### src/rtl/spi_cmd_arbiter_if.sv
// Requester-side and SPI-master-side signal bundle of the command arbiter.
// The arbiter plugs into the master modport, its environment into slave.
interface spi_cmd_arbiter_if #(
    parameter int NUM_REQ  = 4,
    parameter int FRAME_W  = 24,
    parameter int BRIGHT_W = 7
);
    logic [NUM_REQ-1:0]         req;
    logic [NUM_REQ*FRAME_W-1:0] req_frame;
    logic [NUM_REQ-1:0]         gnt;
    logic [NUM_REQ-1:0]         done;
    logic                       err;
    logic [BRIGHT_W-1:0]        rdata;
    logic                       busy;
    logic                       tx_enb;
    logic [FRAME_W-1:0]         i_frame;
    logic                       cs;
    logic [BRIGHT_W-1:0]        o_frame;

    modport master (
        input  req, req_frame, cs, o_frame,
        output gnt, done, err, rdata, busy, tx_enb, i_frame
    );

    modport slave (
        output req, req_frame, cs, o_frame,
        input  gnt, done, err, rdata, busy, tx_enb, i_frame
    );
endinterface

### src/rtl/spi_cmd_arbiter.sv
// Round-robin scheduler sharing one SPI master among NUM_REQ requesters.
// One 24-bit frame per grant; completion and timeout reported per requester.
module spi_cmd_arbiter #(
    parameter int         NUM_REQ            = 4,
    parameter int         TX_ENB_CYCLES      = 2,
    parameter int         GAP_CYCLES         = 4,
    parameter int         TIMEOUT_CYCLES     = 1024,
    parameter int         MASTER_FRAME_WIDTH = 24,
    parameter int         BRIGHTNESS_WIDTH   = 7,
    parameter logic [7:0] CMD_LED_READ       = 8'h02
) (
    input logic               sysclk,
    input logic               rst,
    spi_cmd_arbiter_if.master bus
);

    localparam int IW = (NUM_REQ > 1) ? $clog2(NUM_REQ) : 1;
    localparam int M1 = (TX_ENB_CYCLES > GAP_CYCLES) ? TX_ENB_CYCLES : GAP_CYCLES;
    localparam int MC = (TIMEOUT_CYCLES > M1) ? TIMEOUT_CYCLES : M1;
    localparam int CW = $clog2(MC + 1);

    typedef enum logic [2:0] {
        S_IDLE,
        S_LAUNCH,
        S_WAIT_START,
        S_WAIT_END,
        S_CAPTURE,
        S_GAP
    } state_e;

    state_e                        state_q, state_d;
    logic [IW-1:0]                 last_q, last_d;
    logic [IW-1:0]                 idx_q, idx_d;
    logic [MASTER_FRAME_WIDTH-1:0] frame_q, frame_d;
    logic [CW-1:0]                 cnt_q, cnt_d;
    logic                          to_q, to_d;
    logic [NUM_REQ-1:0]            gnt_q, gnt_d;
    logic [NUM_REQ-1:0]            done_q, done_d;
    logic                          err_q, err_d;
    logic [BRIGHTNESS_WIDTH-1:0]   rdata_q, rdata_d;
    logic                          tx_enb_q;

    logic          win_vld;
    logic [IW-1:0] win_idx;
    logic [IW-1:0] cand;
    int            sum;
    logic [7:0]    cmd;
    logic          tmo;

    function automatic logic [NUM_REQ-1:0] onehot(input logic [IW-1:0] k);
        onehot    = '0;
        onehot[k] = 1'b1;
    endfunction

    assign cmd = frame_q[MASTER_FRAME_WIDTH-1 -: 8];
    assign tmo = (cnt_q == CW'(TIMEOUT_CYCLES - 1));

    // Search upward from the last winner so a re-queued requester goes last.
    always_comb begin
        win_vld = 1'b0;
        win_idx = '0;
        cand    = '0;
        sum     = 0;
        for (int i = 1; i <= NUM_REQ; i++) begin
            sum = int'(last_q) + i;
            if (sum >= NUM_REQ) sum = sum - NUM_REQ;
            cand = IW'(sum);
            if (!win_vld && bus.req[cand]) begin
                win_vld = 1'b1;
                win_idx = cand;
            end
        end
    end

    always_comb begin
        state_d = state_q;
        last_d  = last_q;
        idx_d   = idx_q;
        frame_d = frame_q;
        cnt_d   = cnt_q;
        to_d    = to_q;
        gnt_d   = '0;
        done_d  = '0;
        err_d   = err_q;
        rdata_d = rdata_q;
        unique case (state_q)
            S_IDLE: begin
                if (win_vld && bus.cs) begin
                    gnt_d   = onehot(win_idx);
                    frame_d = bus.req_frame[win_idx * MASTER_FRAME_WIDTH +: MASTER_FRAME_WIDTH];
                    idx_d   = win_idx;
                    last_d  = win_idx;
                    cnt_d   = '0;
                    to_d    = 1'b0;
                    state_d = S_LAUNCH;
                end
            end
            S_LAUNCH: begin
                if (cnt_q == CW'(TX_ENB_CYCLES - 1)) begin
                    cnt_d   = '0;
                    state_d = S_WAIT_START;
                end else begin
                    cnt_d = cnt_q + CW'(1);
                end
            end
            S_WAIT_START: begin
                if (!bus.cs) begin
                    cnt_d   = '0;
                    state_d = S_WAIT_END;
                end else if (tmo) begin
                    to_d    = 1'b1;
                    state_d = S_CAPTURE;
                end else begin
                    cnt_d = cnt_q + CW'(1);
                end
            end
            S_WAIT_END: begin
                if (bus.cs) begin
                    state_d = S_CAPTURE;
                end else if (tmo) begin
                    to_d    = 1'b1;
                    state_d = S_CAPTURE;
                end else begin
                    cnt_d = cnt_q + CW'(1);
                end
            end
            S_CAPTURE: begin
                done_d = onehot(idx_q);
                err_d  = to_q;
                if (cmd == CMD_LED_READ) rdata_d = to_q ? '0 : bus.o_frame;
                cnt_d   = '0;
                state_d = S_GAP;
            end
            S_GAP: begin
                if (cnt_q == CW'(GAP_CYCLES - 1)) begin
                    cnt_d   = '0;
                    state_d = S_IDLE;
                end else begin
                    cnt_d = cnt_q + CW'(1);
                end
            end
            default: state_d = S_IDLE;
        endcase
    end

    always_ff @(posedge sysclk) begin
        if (rst) begin
            state_q  <= S_IDLE;
            last_q   <= IW'(NUM_REQ - 1);
            idx_q    <= '0;
            frame_q  <= '0;
            cnt_q    <= '0;
            to_q     <= 1'b0;
            gnt_q    <= '0;
            done_q   <= '0;
            err_q    <= 1'b0;
            rdata_q  <= '0;
            tx_enb_q <= 1'b0;
        end else begin
            state_q  <= state_d;
            last_q   <= last_d;
            idx_q    <= idx_d;
            frame_q  <= frame_d;
            cnt_q    <= cnt_d;
            to_q     <= to_d;
            gnt_q    <= gnt_d;
            done_q   <= done_d;
            err_q    <= err_d;
            rdata_q  <= rdata_d;
            tx_enb_q <= (state_q == S_LAUNCH);
        end
    end

    assign bus.gnt     = gnt_q;
    assign bus.done    = done_q;
    assign bus.err     = err_q;
    assign bus.rdata   = rdata_q;
    assign bus.busy    = (state_q != S_IDLE);
    assign bus.tx_enb  = tx_enb_q;
    assign bus.i_frame = frame_q;

endmodule

### src/flat_wrapper.sv
// flat-port wrapper written by rule: the top's interface ports become plain ports
module spi_cmd_arbiter_flat 
#(
    parameter int         NUM_REQ            = 4,
    parameter int         TX_ENB_CYCLES      = 2,
    parameter int         GAP_CYCLES         = 4,
    parameter int         TIMEOUT_CYCLES     = 1024,
    parameter int         MASTER_FRAME_WIDTH = 24,
    parameter int         BRIGHTNESS_WIDTH   = 7,
    parameter logic [7:0] CMD_LED_READ       = 8'h02
)
  (sysclk, rst, bus_req, bus_req_frame, bus_cs, bus_o_frame, bus_gnt, bus_done, bus_err, bus_rdata, bus_busy, bus_tx_enb, bus_i_frame);
  spi_cmd_arbiter_if #(.NUM_REQ(NUM_REQ), .FRAME_W(24), .BRIGHT_W(7)) bus_i ();
  input logic sysclk;
  input logic rst;
  input wire logic [$bits(bus_i.req)-1:0] bus_req;
  input wire logic [$bits(bus_i.req_frame)-1:0] bus_req_frame;
  input wire logic [$bits(bus_i.cs)-1:0] bus_cs;
  input wire logic [$bits(bus_i.o_frame)-1:0] bus_o_frame;
  output wire logic [$bits(bus_i.gnt)-1:0] bus_gnt;
  output wire logic [$bits(bus_i.done)-1:0] bus_done;
  output wire logic [$bits(bus_i.err)-1:0] bus_err;
  output wire logic [$bits(bus_i.rdata)-1:0] bus_rdata;
  output wire logic [$bits(bus_i.busy)-1:0] bus_busy;
  output wire logic [$bits(bus_i.tx_enb)-1:0] bus_tx_enb;
  output wire logic [$bits(bus_i.i_frame)-1:0] bus_i_frame;
  assign bus_i.req = bus_req;
  assign bus_i.req_frame = bus_req_frame;
  assign bus_i.cs = bus_cs;
  assign bus_i.o_frame = bus_o_frame;
  assign bus_gnt = bus_i.gnt;
  assign bus_done = bus_i.done;
  assign bus_err = bus_i.err;
  assign bus_rdata = bus_i.rdata;
  assign bus_busy = bus_i.busy;
  assign bus_tx_enb = bus_i.tx_enb;
  assign bus_i_frame = bus_i.i_frame;
  spi_cmd_arbiter #(.NUM_REQ(NUM_REQ), .TX_ENB_CYCLES(TX_ENB_CYCLES), .GAP_CYCLES(GAP_CYCLES), .TIMEOUT_CYCLES(TIMEOUT_CYCLES), .MASTER_FRAME_WIDTH(MASTER_FRAME_WIDTH), .BRIGHTNESS_WIDTH(BRIGHTNESS_WIDTH), .CMD_LED_READ(CMD_LED_READ)) u_core (.sysclk(sysclk), .rst(rst), .bus(bus_i));
endmodule
### config.mk
export PLATFORM = sky130hd
export DESIGN_NAME = spi_cmd_arbiter_flat
export DESIGN_NICKNAME = d
export VERILOG_FILES = /design/src/rtl/spi_cmd_arbiter_if.sv /design/src/rtl/spi_cmd_arbiter.sv /design/src/flat_wrapper.sv
export SDC_FILE = /design/constraint.sdc
export NUM_CORES = 1
export LEC_CHECK = 0
export ABC_AREA = 1
export BUFFER_PORTS_ARGS = -buffer_cell sky130_fd_sc_hd__buf_2
export CELL_PAD_IN_SITES_DETAIL_PLACEMENT = 1
export CELL_PAD_IN_SITES_GLOBAL_PLACEMENT = 2
export CORE_MARGIN = 5
export CORE_UTILIZATION = 22
export DETAILED_ROUTE_END_ITERATION = 6
export PLACE_DENSITY = 0.79
export SLEW_MARGIN = 20
export SYNTH_ARGS = -nofsm -noshare
export SYNTH_HDL_FRONTEND = slang
export SYNTH_SLANG_ARGS = --single-unit
### constraint.sdc
create_clock -name sysclk -period 1.92 [get_ports sysclk]
set_input_delay 0.384 -clock sysclk [delete_from_list [all_inputs] [get_ports sysclk]]
set_output_delay 0.384 -clock sysclk [all_outputs]
set_load 0.03 [all_outputs]
== Word level (Yosys, flattened, before mapping) ==
Cells that the tools add are included.
Storage, ports and cells
  flip-flop bits (word level): 60
  bits of input ports: 110
  output and inout bits: 42
Cells by class
  $add $sub $neg: 9
  multiply operators: 1
  magnitude comparators: 12
  equality and inequality tests: 14
  shifts and indexed selects: 1
  muxes and demuxes: 44
  bitwise logic cells: 3
  reduce and logical (&&, ||, !) cells: 20
Operators by type and width (count)
  indexed part select 96 x 8 -> 24 bit: 1
  two-way mux 11 bit: 6
  one-hot mux 11 bit (6 select lines): 1
  less-than comparator 2 x 3 -> 1 bit, second input constant: 6
  two-way mux 3 bit: 6
  one-hot mux 3 bit (6 select lines): 1
  two-way mux 2 bit: 8
  two-way mux 1 bit: 14
  adder 11 x 1 -> 11 bit, second input constant: 1
  == test 11 x 1 -> 1 bit, second input constant: 1
  == test 11 x 10 -> 1 bit, second input constant: 1
  == test 11 x 2 -> 1 bit, second input constant: 1
  greater-or-equal comparator 3 bit, second input constant: 3
  binary-select mux 1 bit (select 2 bit): 4
  == test 8 x 2 -> 1 bit, second input constant: 1
  subtractor 2 x 1 -> 2 bit, second input constant: 4
  two-way mux 7 bit: 1
  adder 2 x 2 -> 3 bit, second input constant: 2
  == test 3 x 2 -> 1 bit, second input constant: 2
  == test 3 bit, second input constant: 2
  logical AND 1 bit: 6
  != test 2 x 1 -> 1 bit, second input constant: 3
  AND reduction 3 bit: 2
  nonzero test 3 bit: 2
  other kinds (17): 25

== Depth between registers and ports, before layout ==
Gate-level depths: netlist of the first run.
  depth after elaboration: 19
  depth in mapped cells: 17
  gate-level depth less buffers: 15

== Worst setup path after synthesis of the first run ==
OpenSTA, ideal clock, no wires.
  path kind: register to register
  start point: reg u_core.cnt_q[0]
  end point: reg u_core.cnt_q[4]
  setup time: 71 ps
  data arrival time: 1799 ps
  data required time: 1849 ps
  path slack: 51 ps
  stages on the path, launching flop included: 10
  cells stage by stage: dfxtp_1 -> ha_1 -> nand2_1 -> nor2_1 -> nand4_1 -> nor2_1 -> nand2_2 -> a31oi_1 -> nand3_1 -> a21oi_1
Between the ends
  cells in the longest elaborated chain, start to end: 4
Ends and longest elaborated chain
  start: declaration: line spi_cmd_arbiter.sv:35  | logic [CW-1:0] cnt_q, cnt_d;
  start signal: assignment: line spi_cmd_arbiter.sv:164  | cnt_q <= cnt_d;
  adder 11 x 1 -> 11 bit / == test 11 x 10 -> 1 bit (equally long branches)
  two-way mux 11 bit: line spi_cmd_arbiter.sv:110, spi_cmd_arbiter.sv:120
  two-way mux 11 bit (on tied branches): line spi_cmd_arbiter.sv:118, spi_cmd_arbiter.sv:107
  one-hot mux 11 bit (6 select lines) *: line spi_cmd_arbiter.sv:86  | unique case (state_q)
Every way passes the cells marked *; elsewhere a longest branch is shown, timed or not. The select of a mux whose other input is x is not followed.
A chain may end at the register's enable or synchronous reset.

== Worst setup path after layout of the first run ==
  start point: reg u_core.last_q[0]
  end point: reg u_core.last_q[1]
Between the ends
  cells in the longest elaborated chain, start to end: 17
Ends and longest elaborated chain
  start: declaration: line spi_cmd_arbiter.sv:32  | logic [IW-1:0] last_q, last_d;
  start signal: assignment: line spi_cmd_arbiter.sv:149  | last_q <= IW'(NUM_REQ - 1);
  start signal: assignment: line spi_cmd_arbiter.sv:161  | last_q <= last_d;
  adder 2 x 1 -> 3 bit: line spi_cmd_arbiter.sv:65  | sum = int'(last_q) + i;
  greater-or-equal comparator 3 bit / subtractor 2 x 1 -> 2 bit (equally long branches): line spi_cmd_arbiter.sv:66  | if (sum >= NUM_REQ) sum = sum - NUM_REQ;
  two-way mux 2 bit: line spi_cmd_arbiter.sv:66
  binary-select mux 1 bit (select 2 bit): line spi_cmd_arbiter.sv:68  | if (!win_vld && bus.req[cand]) begin
  two-way mux 1 bit (implied by the code): line spi_cmd_arbiter.sv:68
  two-way mux 1 bit: line spi_cmd_arbiter.sv:68
  zero test 1 bit: line spi_cmd_arbiter.sv:68
  logical AND 1 bit: line spi_cmd_arbiter.sv:68
  two-way mux 1 bit: line spi_cmd_arbiter.sv:68
  zero test 1 bit: line spi_cmd_arbiter.sv:68
  logical AND 1 bit: line spi_cmd_arbiter.sv:68
  two-way mux 1 bit: line spi_cmd_arbiter.sv:68
  zero test 1 bit: line spi_cmd_arbiter.sv:68
  logical AND 1 bit: line spi_cmd_arbiter.sv:68
  two-way mux 1 bit: line spi_cmd_arbiter.sv:68
  logical AND 1 bit: line spi_cmd_arbiter.sv:88  | if (win_vld && bus.cs) begin
  AND reduction 2 bit (no line)
Several ways; a longest one is shown, not always the timed one. The select of a mux whose other input is x is not followed.

==> impl_metrics.csv, run 1 <==
group,metric,value,unit
worst_setup_path,setup.worst_path.start_class,"flip-flop",
global_routing,grt_pass1_wl,27500,um
placement,dp_hpwl,13100,um
floorplan,design.portCount,152,
power,clockPowerShare,11.9,%
finish,final_core_utilization,36.3,%
yosys,dominant_cells_by_area_after_synthesis,"dfxtp_1 (30%), nand2_1 (23%), nand4_1 (9.8%), nand3_1 (6.2%), inv_1 (5.5%)",
placement,port_buf_inserts,151,
timing,slew_headroom,65.5,%
floorplan,initial_core_util,22.4,%
yosys,yosys.area.top_type,"dfxtp_1",
flow_run,max_cap_check_violation_count,0,
worst_setup_path,timing.critical_path.required,2.13,ns
power,p_switching,7.51,mW
timing,finalCriticalPeriod,1.95,ns
yosys,ys_warn_count,0,
yosys,synth_seq_area_share,29.8,%
power,switching_share,50.9,%
clock_tree,clock_tree.buffer_depth,2,
routing,drt_drc_violations_left,0,
worst_setup_path,critical_path.reg2reg.endpoint,"u_core.last_q[1]",
floorplan,design.die.area,21100,sq um
power,power.share.combinational,75.0,%
clock_tree,clk_root_buffer_cell,"clkbuf_16",
global_routing,groute.usage.overall,16.0,%
timing,timing.setup.tns,-0.185,ns
clock_tree,clock_insertion_delay_worst_skew,0.33,ns
floorplan,chipHeight,145,um
clock_tree,cts_made_buffers,9,
placement,gp_congestion,0.881,
yosys,postSynthNetCount,773,
finish,count_of_placed_standard_cells_in_the_final_layout_fillers_left_out,1100,
worst_hold_path,hold_path_class,"in2reg",
routing,drt_iter0_markers,205,
worst_setup_path,worstPathMaxFanout,12,
timing,tightestPinTransition,0.517,ns
yosys,postSynthRegisterBits,60,
yosys,synth_top_area_share,29.8,%
yosys,synth_area,4030,sq um
worst_setup_path,crit_path_start,"u_core.last_q[0]",
routing,drt-pass1-iter-count,4,
timing,finClkSkew,0.00485,ns
run_status,violations,"setup timing",
floorplan,die_width,145,um
floorplan,fp.coreArea,18000,sq um
finish,final_cell_area,6520,sq um
clock_tree,tritoncts,"done",
placement,placed_cell_area,5370,sq um
worst_setup_path,ff2ff_setup_slack,-0.03,ns
placement,place.detailed.instances,1056,
yosys,postSynthCellCount,661,
timing,post-route-period-util,102,%
clock_tree,cts_htree_levels,3,
worst_setup_path,critical_r2r_launch,"u_core.last_q[0]",
routing,vias_post_dr,5263,
worst_setup_path,cp_data_arrival_time,2.17,ns
power,worst_ir_drop_vdd,0.00127,V
global_routing,grt.overflow.total,0,
worst_setup_path,critPathCaptureType,"flip-flop",
timing,final_number_of_hold_violating_endpoints,0,
timing,timing.final.setup_violations,11,
timing,fmax,512,MHz
yosys,post-synth-top-count-cell,"nand2_1",
floorplan,fp-row-count,49,
global_routing,pin_count_of_the_biggest_net_entering_global_routing,49,
timing,rsz0062_at_grt,"yes",
routing,route.final.wire_length,18500,um
routing,detail-route-antenna-nets,0,
yosys,synth_ff_type,"dfxtp_1",
worst_setup_path,cp-endpoint,"u_core.last_q[1]",
global_routing,grt_antenna_before_repair,3,
routing,avgRoutedWirePerCell,16.9,um
yosys,synth_async_sr_flop_share,0,%
timing,worst_slack,-0.0328,ns
clock_tree,tritoncts_num_sinks,60,
finish,post_route_cells_drive_above_1_share,41.9,%
worst_setup_path,reg2regPathDepth,15,
yosys,synthDistinctLibCells,33,
yosys,synth_area_per_cell,6.09,sq um
power,seq_power_share,13.1,%
yosys,synth_enable_flop_cells,0,
worst_setup_path,criticalPathCategory,"reg2reg",
clock_tree,clkTransAtPathRegs,0.05,ns
timing,slew_violations,0,
timing,worst_hold_slack,0.301,ns
routing,detail_route.vias_per_cell,4.78,
finish,final_net_count,976,
global_routing,vias_in_the_first_global_route,5338,
power,intPower,7.25,mW
power,p_leak,3.33,nW
run_status,result_of_the_run,"finished with violations",
yosys,ys_top_cells_by_count,"nand2_1 (252), nand4_1 (63), dfxtp_1 (60)",
power,power_density,2260,nW/um^2
finish,synth_to_final_area_change,61.9,%
finish,n_fill_cell,2305,
-- power by group through the flow --
stage / registers [mW] / logic (mW) / clock network, mW
final: 1.93 / 11.1 / 1.75
after global routing: 1.97 / 12.1 / 1.86
after CTS: 1.92 / 9.03 / 1.80
after detailed placement: 1.93 / 8.40 / 0
after global placement: 1.93 / 8.35 / 0
after floorplan: 2.37 / 5.08 / 0
-- cells in the final DEF (no fill, tap or decap), types with 3 or more instances in the layout --
master     instances
a211oi_1           7
a21oi_1           16
a21oi_2            9
buf_12            12
buf_2            151
buf_4             53
buf_6              6
clkbuf_16         15
dfxtp_1           58
inv_1             56
inv_2              6
nand2_1          199
nand2_2           49
nand2_4           10
nand3_1           28
nand3_2           21
nand3_4            4
nand4_1           63
nor2_1            28
nor2_4             4
nor3_1            13
o21a_1            16
o21ai_0            6
o21ai_2            3
xor2_1             3
-- state kept, by name, summed over array words and instances (netlist names) --
signal	cells
u_core.bus.rdata	7
u_core.to_q	1
u_core.bus.gnt	4
u_core.state_q	3
u_core.bus.err	1
u_core.bus.done	4
u_core.last_q	2
u_core.idx_q	2
u_core.cnt_q	11
u_core.bus.tx_enb	1
u_core.bus.i_frame	24
-- critical path, cell delays in order (launching register included) --
cell and delay [ns]:
dfxtp_4 0.40, inv_6 0.06, nand2_2 0.06, nand2_2 0.07, nand2_2 0.11, nand2_4 0.07, nor2_4 0.15, buf_6 0.12
nand2_2 0.05, nor2_4 0.12, a21oi_4 0.05, inv_4 0.12, clkbuf_16 0.20, nor2_4 0.04, nor2_1 0.11, o21ai_1 0.09
-- stage by stage --
stage / power [mW] / setup slack [ns]
final: 14.8 / -0.0328
after global routing: 15.9 / -0.155
after CTS: 12.8 / -0.0237
after detailed placement: 10.3 / -0.265
after global placement: 10.3 / -0.220
after floorplan: 7.45 / 0.0509
-- worst min-delay path by stage --
stage	end	depth (start not counted)	from
3_5_place_dp	u_core.cnt_q[5]	2	u_core.cnt_q[5]
3_3_place_gp	u_core.bus.done[0]	1	u_core.idx_q[1]
6_report	u_core.bus.rdata[2]	3	bus_o_frame[2]
2_1_floorplan	u_core.bus.done[1]	1	u_core.idx_q[1]
5_1_grt	u_core.bus.rdata[0]	3	bus_o_frame[0]
4_1_cts	u_core.bus.rdata[0]	3	bus_o_frame[0]
-- routing by layer --
metal	up-vias	global-route usage [%]	part of all wire [%]
met5	-	0	0.15
met4	4	3.26	1.4
met3	22	5.89	6.0
met2	124	27.2	49
met1	2524	19.3	43
li1	2589	-	-
-- final cells by class --
type	count	area, sq um	area share [%]
inverter	66	259	3.97
multi-input combinational	496	2760	42.4
tap	229	287	4.40
timing repair buffer	231	1680	25.8
clock inverter	4	72.6	1.11
clock buffer	12	246	3.78
sequential	60	1210	18.5
antenna	2	5.00	0.0768
-- cell families after synthesis --
family | count (synthesis) | synth area share, %
XOR/XNOR | 3 | 0.653
flip-flops | 60 | 29.8
AND/OR/NAND/NOR | 425 | 47.0
buffers and inverters | 105 | 11.6
AO/OA/AOI/OAI | 66 | 10.3
adder cells (fa/ha/maj) | 2 | 0.621
-- repair_timing --
item | 4_1_cts | 5_1_grt
resized for setup | 23 | 110
setup endpoints to repair | 44 | 44
pin swaps | 1 | 29
cloned | 2 | 6
buffers inserted | 7 | 11
hold buffers | 0 | 0
Power figures use the tool's default switching activity.
==> run 2, diff against run 1 <==
--- a/config.mk
+++ b/config.mk
@@ -9,10 +9,10 @@
 export BUFFER_PORTS_ARGS = -buffer_cell sky130_fd_sc_hd__buf_2
 export CELL_PAD_IN_SITES_DETAIL_PLACEMENT = 1
 export CELL_PAD_IN_SITES_GLOBAL_PLACEMENT = 2
-export CORE_MARGIN = 5
-export CORE_UTILIZATION = 22
+export CORE_MARGIN = 2
+export CORE_UTILIZATION = 25
 export DETAILED_ROUTE_END_ITERATION = 6
-export PLACE_DENSITY = 0.79
+export PLACE_DENSITY = 0.84
 export SLEW_MARGIN = 20
 export SYNTH_ARGS = -nofsm -noshare
 export SYNTH_HDL_FRONTEND = slang
==> constraint.sdc (replaced) <==
create_clock -name sysclk -period 1.81 [get_ports sysclk]
set_input_delay 0.362 -clock sysclk [delete_from_list [all_inputs] [get_ports sysclk]]
set_output_delay 0.362 -clock sysclk [all_outputs]
set_load 0.03 [all_outputs]
==> run 2 against run 1 <==
Net effect: sequential power rose by 6%; cell area rose by 5.0%; setup slack got worse by 0.11 ns; sequential share of layout area fell by 0.69 points; global-route usage rose by 3.8 points; non-clock buffer count rose by 4; via count barely moved; the flow still finishes with violations (setup timing); count of clock-buffer cells in the layout fell by 1; total power rose by 19%; highest routed layer unchanged; largest power group unchanged.
==> impl_metrics.csv, run 2 (synthesized netlist as in run 1, its figures left out) <==
group,metric,value,unit
clock_tree,tritoncts_num_sinks,60,
finish,synth_to_final_area_change,69.9,%
placement,detailedPlace.worstSlack,-0.265,ns
timing,slew_violations,0,
worst_setup_path,setup.worst_path.start_class,"flip-flop",
finish,most_common_library_cell_in_the_layout_ignoring_fill_and_taps,"nand2_1",
routing,drt-pass1-iter-count,4,
timing,finalCriticalPeriod,1.96,ns
worst_hold_path,timing.hold.worst_path_depth,3,
timing,worst_slack,-0.145,ns
global_routing,grt.overflow.total,0,
routing,drt_drc_violations_left,0,
worst_setup_path,reg2regPathDepth,15,
power,worst_ir_drop_vdd,0.00133,V
floorplan,fp-row-count,46,
timing,fmax,511,MHz
global_routing,grt_antenna_before_repair,1,
floorplan,initial_core_util,25.4,%
global_routing,vias_in_the_first_global_route,5119,
power,power_density,2560,nW/um^2
routing,drt_iter0_markers,181,
timing,post-route-period-util,108,%
clock_tree,cts_made_buffers,9,
timing,slew_headroom,71.0,%
routing,route.final.wire_length,17900,um
worst_setup_path,timing.critical_path.required,2.06,ns
placement,dp_hpwl,12100,um
floorplan,chipHeight,131,um
placement,port_buf_inserts,151,
routing,vias_post_dr,5268,
global_routing,pin_count_of_the_biggest_net_entering_global_routing,49,
global_routing,grt_pass1_wl,26000,um
power,post-layout-total-power,17.5,mW
finish,largest_register_ff_count,24,
worst_setup_path,criticalPathCategory,"reg2reg",
finish,n_fill_cell,2034,
finish,final_core_utilization,43.2,%
flow_run,max_cap_check_violation_count,0,
timing,final_number_of_hold_violating_endpoints,0,
placement,place.detailed.instances,1050,
power,p_leak,3.46,nW
finish,final_net_count,981,
clock_tree,clock_tree.buffer_depth,2,
finish,antenna-diode-count,0,
routing,detail_route.vias_per_cell,4.83,
routing,detail-route-antenna-nets,0,
floorplan,die_width,131,um
global_routing,groute.usage.overall,19.7,%
run_status,result_of_the_run,"finished with violations",
floorplan,design.portCount,152,
routing,avgRoutedWirePerCell,16.4,um
clock_tree,clock_insertion_delay_worst_skew,0.35,ns
finish,count_of_placed_standard_cells_in_the_final_layout_fillers_left_out,1090,
timing,finClkSkew,0.00649,ns
clock_tree,clkTransAtPathRegs,0.06,ns
clock_tree,tritoncts,"done",
run_status,violations,"setup timing",
worst_setup_path,worstPathMaxFanout,9,
worst_setup_path,cp_data_arrival_time,2.21,ns
timing,rsz0062_at_grt,"yes",
timing,tightestPinTransition,0.434,ns
finish,post_route_cells_drive_above_1_share,46.0,%
clock_tree,cts_htree_levels,3,
clock_tree,clk_root_buffer_cell,"clkbuf_16",
worst_setup_path,critPathCaptureType,"flip-flop",
floorplan,design.die.area,17100,sq um
floorplan,fp.coreArea,15800,sq um
finish,layout_common_cells,"nand2_1 (174), buf_2 (150), nand4_1 (63), inv_1 (56), dfxtp_1 (54)",
placement,gp_congestion,0.853,
timing,timing.final.setup_violations,29,
worst_hold_path,hold_path_class,"in2reg",
run 2: worst paths after layout:
check                                         start                      to  slack (ns)
worst max-delay path               u_core.last_q[0]  u_core.bus.i_frame[22]       -0.15
worst min-delay path                 bus_o_frame[5]     u_core.bus.rdata[5]        0.28
worst max register to register     u_core.last_q[0]  u_core.bus.i_frame[22]       -0.15
worst min register to register  u_core.bus.rdata[2]     u_core.bus.rdata[2]        0.49
run 2: layout make-up:
| type | count | area, sq um | area share, % |
|---|---|---|---|
| multi-input cells | 497 | 3040 | 44.5 |
| repair buffers | 235 | 1740 | 25.4 |
| flip-flops and latches | 60 | 1220 | 17.8 |
| well taps | 216 | 270 | 3.95 |
| inverters | 66 | 269 | 3.93 |
| clock buffers | 11 | 243 | 3.55 |
| clock inverters | 5 | 58.8 | 0.860 |
run 2: layer usage:
metal	track usage [%]	vias to the layer above	routed length (um)
li1	-	2608	-
met5	0	-	13
met2	32.6	146	8650
met3	5.82	22	949
met4	5.07	2	318
met1	25.2	2490	7990
run 2: through the flow:
step	TNS [ns]	hold WS, ns	cell area, sq um
after floorplan	0	0.442	4030
after global placement	-5.71	0.479	5370
after detailed placement	-8.79	0.484	5370
after CTS	-1.26	0.266	5910
after global routing	-5.90	0.281	6840
final	-2.37	0.275	6840
run 2: worst max-delay path: stages, from the launching register on:
cell,delay [ns]
dfxtp_4,0.38
buf_6,0.14
nand2_4,0.06
nand2_4,0.05
nand2_4,0.07
nand2_4,0.06
nor2_4,0.14
buf_6,0.13
nand2_4,0.05
a21oi_4,0.22
inv_4,0.10
buf_12,0.16
nand2_1,0.07
nand3_1,0.11
nand2_1,0.08
inv_1,0.03
run 2: report_power, final:
part           switching [mW]  internal, mW
Combinational            8.00          5.68
Sequential              0.314          1.74
Clock                   0.682          1.11
run 2: what timing repair did:
| action | in CTS | in global routing |
|---|---|---|
| hold buffers | 0 | 0 |
| gates resized for setup | 36 | 192 |
| setup endpoints to repair | 46 | 46 |
| buffers inserted | 7 | 7 |
| gates cloned | 4 | 9 |
| pin swaps | 5 | 50 |
==> run 3, diff against run 2 <==
--- a/config.mk
+++ b/config.mk
@@ -7,12 +7,15 @@
 export LEC_CHECK = 0
 export ABC_AREA = 1
 export BUFFER_PORTS_ARGS = -buffer_cell sky130_fd_sc_hd__buf_2
+export CAP_MARGIN = 20
 export CELL_PAD_IN_SITES_DETAIL_PLACEMENT = 1
 export CELL_PAD_IN_SITES_GLOBAL_PLACEMENT = 2
+export CORE_ASPECT_RATIO = 1.25
 export CORE_MARGIN = 2
 export CORE_UTILIZATION = 25
 export DETAILED_ROUTE_END_ITERATION = 6
 export PLACE_DENSITY = 0.84
+export SETUP_SLACK_MARGIN = 0.4
 export SLEW_MARGIN = 20
 export SYNTH_ARGS = -nofsm -noshare
 export SYNTH_HDL_FRONTEND = slang
==> run 3 against run 2 <==
Net effect: the run still ends with setup timing left; cell area up 2.1%; maximum frequency down 4.4%; core utilization up 1.3 points; register-to-register slack worse by 0.09 ns; first-iteration DRC count down 12%; clock power up 4%; hold slack worse by 0.0020 ns; critical path type unchanged; critical endpoint is now u_core.bus.i_frame[18].
==> impl_metrics.csv, run 3 (synthesized netlist as in run 1, its figures left out) <==
group,metric,value,unit
run_status,result_of_the_run,"finished with violations",
run_status,violations,"setup timing",
floorplan,initial_core_util,25.6,%
routing,drt_iter0_markers,160,
worst_setup_path,criticalPathCategory,"reg2reg",
finish,synth_to_final_area_change,73.4,%
finish,post_route_cells_drive_above_1_share,45.5,%
power,clockPowerShare,10.4,%
power,worst_ir_drop_vdd,0.00132,V
timing,final_number_of_hold_violating_endpoints,0,
placement,placed_cell_area,5650,sq um
floorplan,design.portCount,152,
global_routing,groute.usage.overall,21.4,%
clock_tree,clkTransAtPathRegs,0.05,ns
timing,finClkSkew,0.00566,ns
placement,gp_congestion,0.870,
timing,worst_hold_slack,0.273,ns
timing,fmax,489,MHz
clock_tree,cts-hold-fix-buffers,0,
routing,detail-route-antenna-nets,0,
worst_setup_path,crit_path_start,"u_core.last_q[0]",
finish,largest_register_ff_count,24,
power,switching_share,49.6,%
timing,rsz0062_at_grt,"yes",
timing,timing.final.setup_violations,44,
routing,detail_route.vias_per_cell,4.91,
clock_tree,tritoncts_num_sinks,60,
routing,drt-pass1-iter-count,4,
finish,layout_common_cells,"nand2_1 (197), buf_2 (150), nand4_1 (63), buf_4 (61), inv_1 (52)",
finish,most_common_library_cell_in_the_layout_ignoring_fill_and_taps,"nand2_1",
routing,vias_post_dr,5469,
timing,worst_slack,-0.235,ns
worst_setup_path,worstPathMaxFanout,8,
clock_tree,cts_htree_levels,3,
placement,port_buf_inserts,151,
timing,tightestPinTransition,0.373,ns
power,intPower,8.98,mW
power,power.share.combinational,77.8,%
global_routing,vias_in_the_first_global_route,5573,
finish,count_of_placed_standard_cells_in_the_final_layout_fillers_left_out,1114,
timing,finalCriticalPeriod,2.04,ns
clock_tree,clk_root_buffer_cell,"clkbuf_16",
floorplan,design.die.area,17100,sq um
clock_tree,clock_tree.buffer_depth,2,
power,power_density,2550,nW/um^2
routing,avgRoutedWirePerCell,17.7,um
placement,dp_hpwl,13000,um
floorplan,fp.coreArea,15700,sq um
global_routing,grt_pass1_wl,29300,um
floorplan,die_width,118,um
worst_setup_path,cp_data_arrival_time,2.29,ns
power,p_switching,8.85,mW
worst_hold_path,worst_min_path_start,"bus_o_frame[2]",
worst_setup_path,timing.critical_path.required,2.05,ns
placement,place.detailed.instances,1059,
worst_setup_path,critPathCaptureType,"flip-flop",
timing,slew_headroom,75.1,%
floorplan,chipHeight,146,um
clock_tree,clock_insertion_delay_worst_skew,0.34,ns
global_routing,grt_antenna_before_repair,2,
finish,final_cell_area,6980,sq um
global_routing,grt.overflow.total,0,
timing,slew_violations,0,
timing,post-route-period-util,113,%
power,seq_power_share,11.7,%
finish,final_core_utilization,44.5,%
worst_hold_path,hold_path_class,"in2reg",
clock_tree,cts_made_buffers,9,
flow_run,max_cap_check_violation_count,0,
routing,drt_drc_violations_left,0,
global_routing,pin_count_of_the_biggest_net_entering_global_routing,38,
worst_setup_path,setup.worst_path.start_class,"flip-flop",
floorplan,fp-row-count,51,
power,p_leak,3.58,nW
finish,final_net_count,1010,
clock_tree,tritoncts,"done",
worst_setup_path,critical_r2r_launch,"u_core.last_q[0]",
routing,route.final.wire_length,19700,um
run 3: cell types whose count changed in the layout (fill, tap and decap cells not counted), sizes merged:
cell and delta:
diode +1, clkinvlp -3, buf +29, nand2 +1
clkinv -1, inv +1
run 3: stage by stage:
step | TNS [ns] | worst slack [ns] | power (mW)
after floorplan | 0 | 0.0661 | 8.22
after global placement | -3.32 | -0.124 | 11.8
after detailed placement | -5.53 | -0.164 | 11.9
after CTS | -2.11 | -0.115 | 15.5
after global routing | -9.52 | -0.331 | 19.0
final | -4.95 | -0.235 | 17.8
run 3: what timing repair did:
action,CTS,global route
gates resized for setup,107,71
pin swaps,38,40
setup endpoints to repair,55,55
gates cloned,6,7
endpoints found under the hold margin,0,0
buffers inserted,20,7
run 3: path summary, 6_finish.rpt:
| path | end | slack [ns] | depth (start not counted) |
|---|---|---|---|
| max | u_core.bus.i_frame[18] | -0.23 | 15 |
| min | u_core.bus.rdata[2] | 0.27 | 3 |
| max reg2reg | u_core.bus.i_frame[18] | -0.23 | 15 |
| min reg2reg | u_core.bus.rdata[2] | 0.49 | 2 |
run 3: power groups by stage:
stage	clock, mW	combinational (mW)	sequential [mW]
after floorplan	0	5.69	2.53
after global placement	0	9.75	2.05
after detailed placement	0	9.86	2.06
after CTS	1.87	11.6	2.06
after global routing	1.94	14.9	2.14
final	1.86	13.9	2.09
run 3: worst max-delay path, stage by stage (launching register included):
cell and delay [ns]:
dfxtp_4 0.40, buf_6 0.15, nand2_4 0.05, nand3_2 0.07
o21ai_1 0.07, buf_4 0.15, nand3_4 0.10, buf_6 0.14
nand3_4 0.17, buf_12 0.21, nand2_1 0.05, nand2_1 0.09
nand2_1 0.11, nand3_2 0.08, nand2_2 0.07, inv_1 0.03
run 3: final cells by class:
class | instances | area, sq um
Fill cell | 2045 | 8710
Tap cell | 212 | 265
Multi-Input combinational cell | 498 | 2860
Clock buffer | 13 | 280
Inverter | 66 | 280
Timing Repair Buffer | 262 | 2030
Timing Repair inverter | 1 | 8.76
Antenna cell | 1 | 2.50
Sequential cell | 60 | 1230
Clock inverter | 1 | 30.0
run 3: layer usage:
layer,routed length [um],GRT usage [%],up-vias,share of wire (%)
li1,-,-,2668,-
met1,7620,24.4,2571,39
met2,10200,38.3,166,52
met3,1080,4.82,62,5.5
met4,809,9.16,2,4.1
met5,11,0,-,0.056
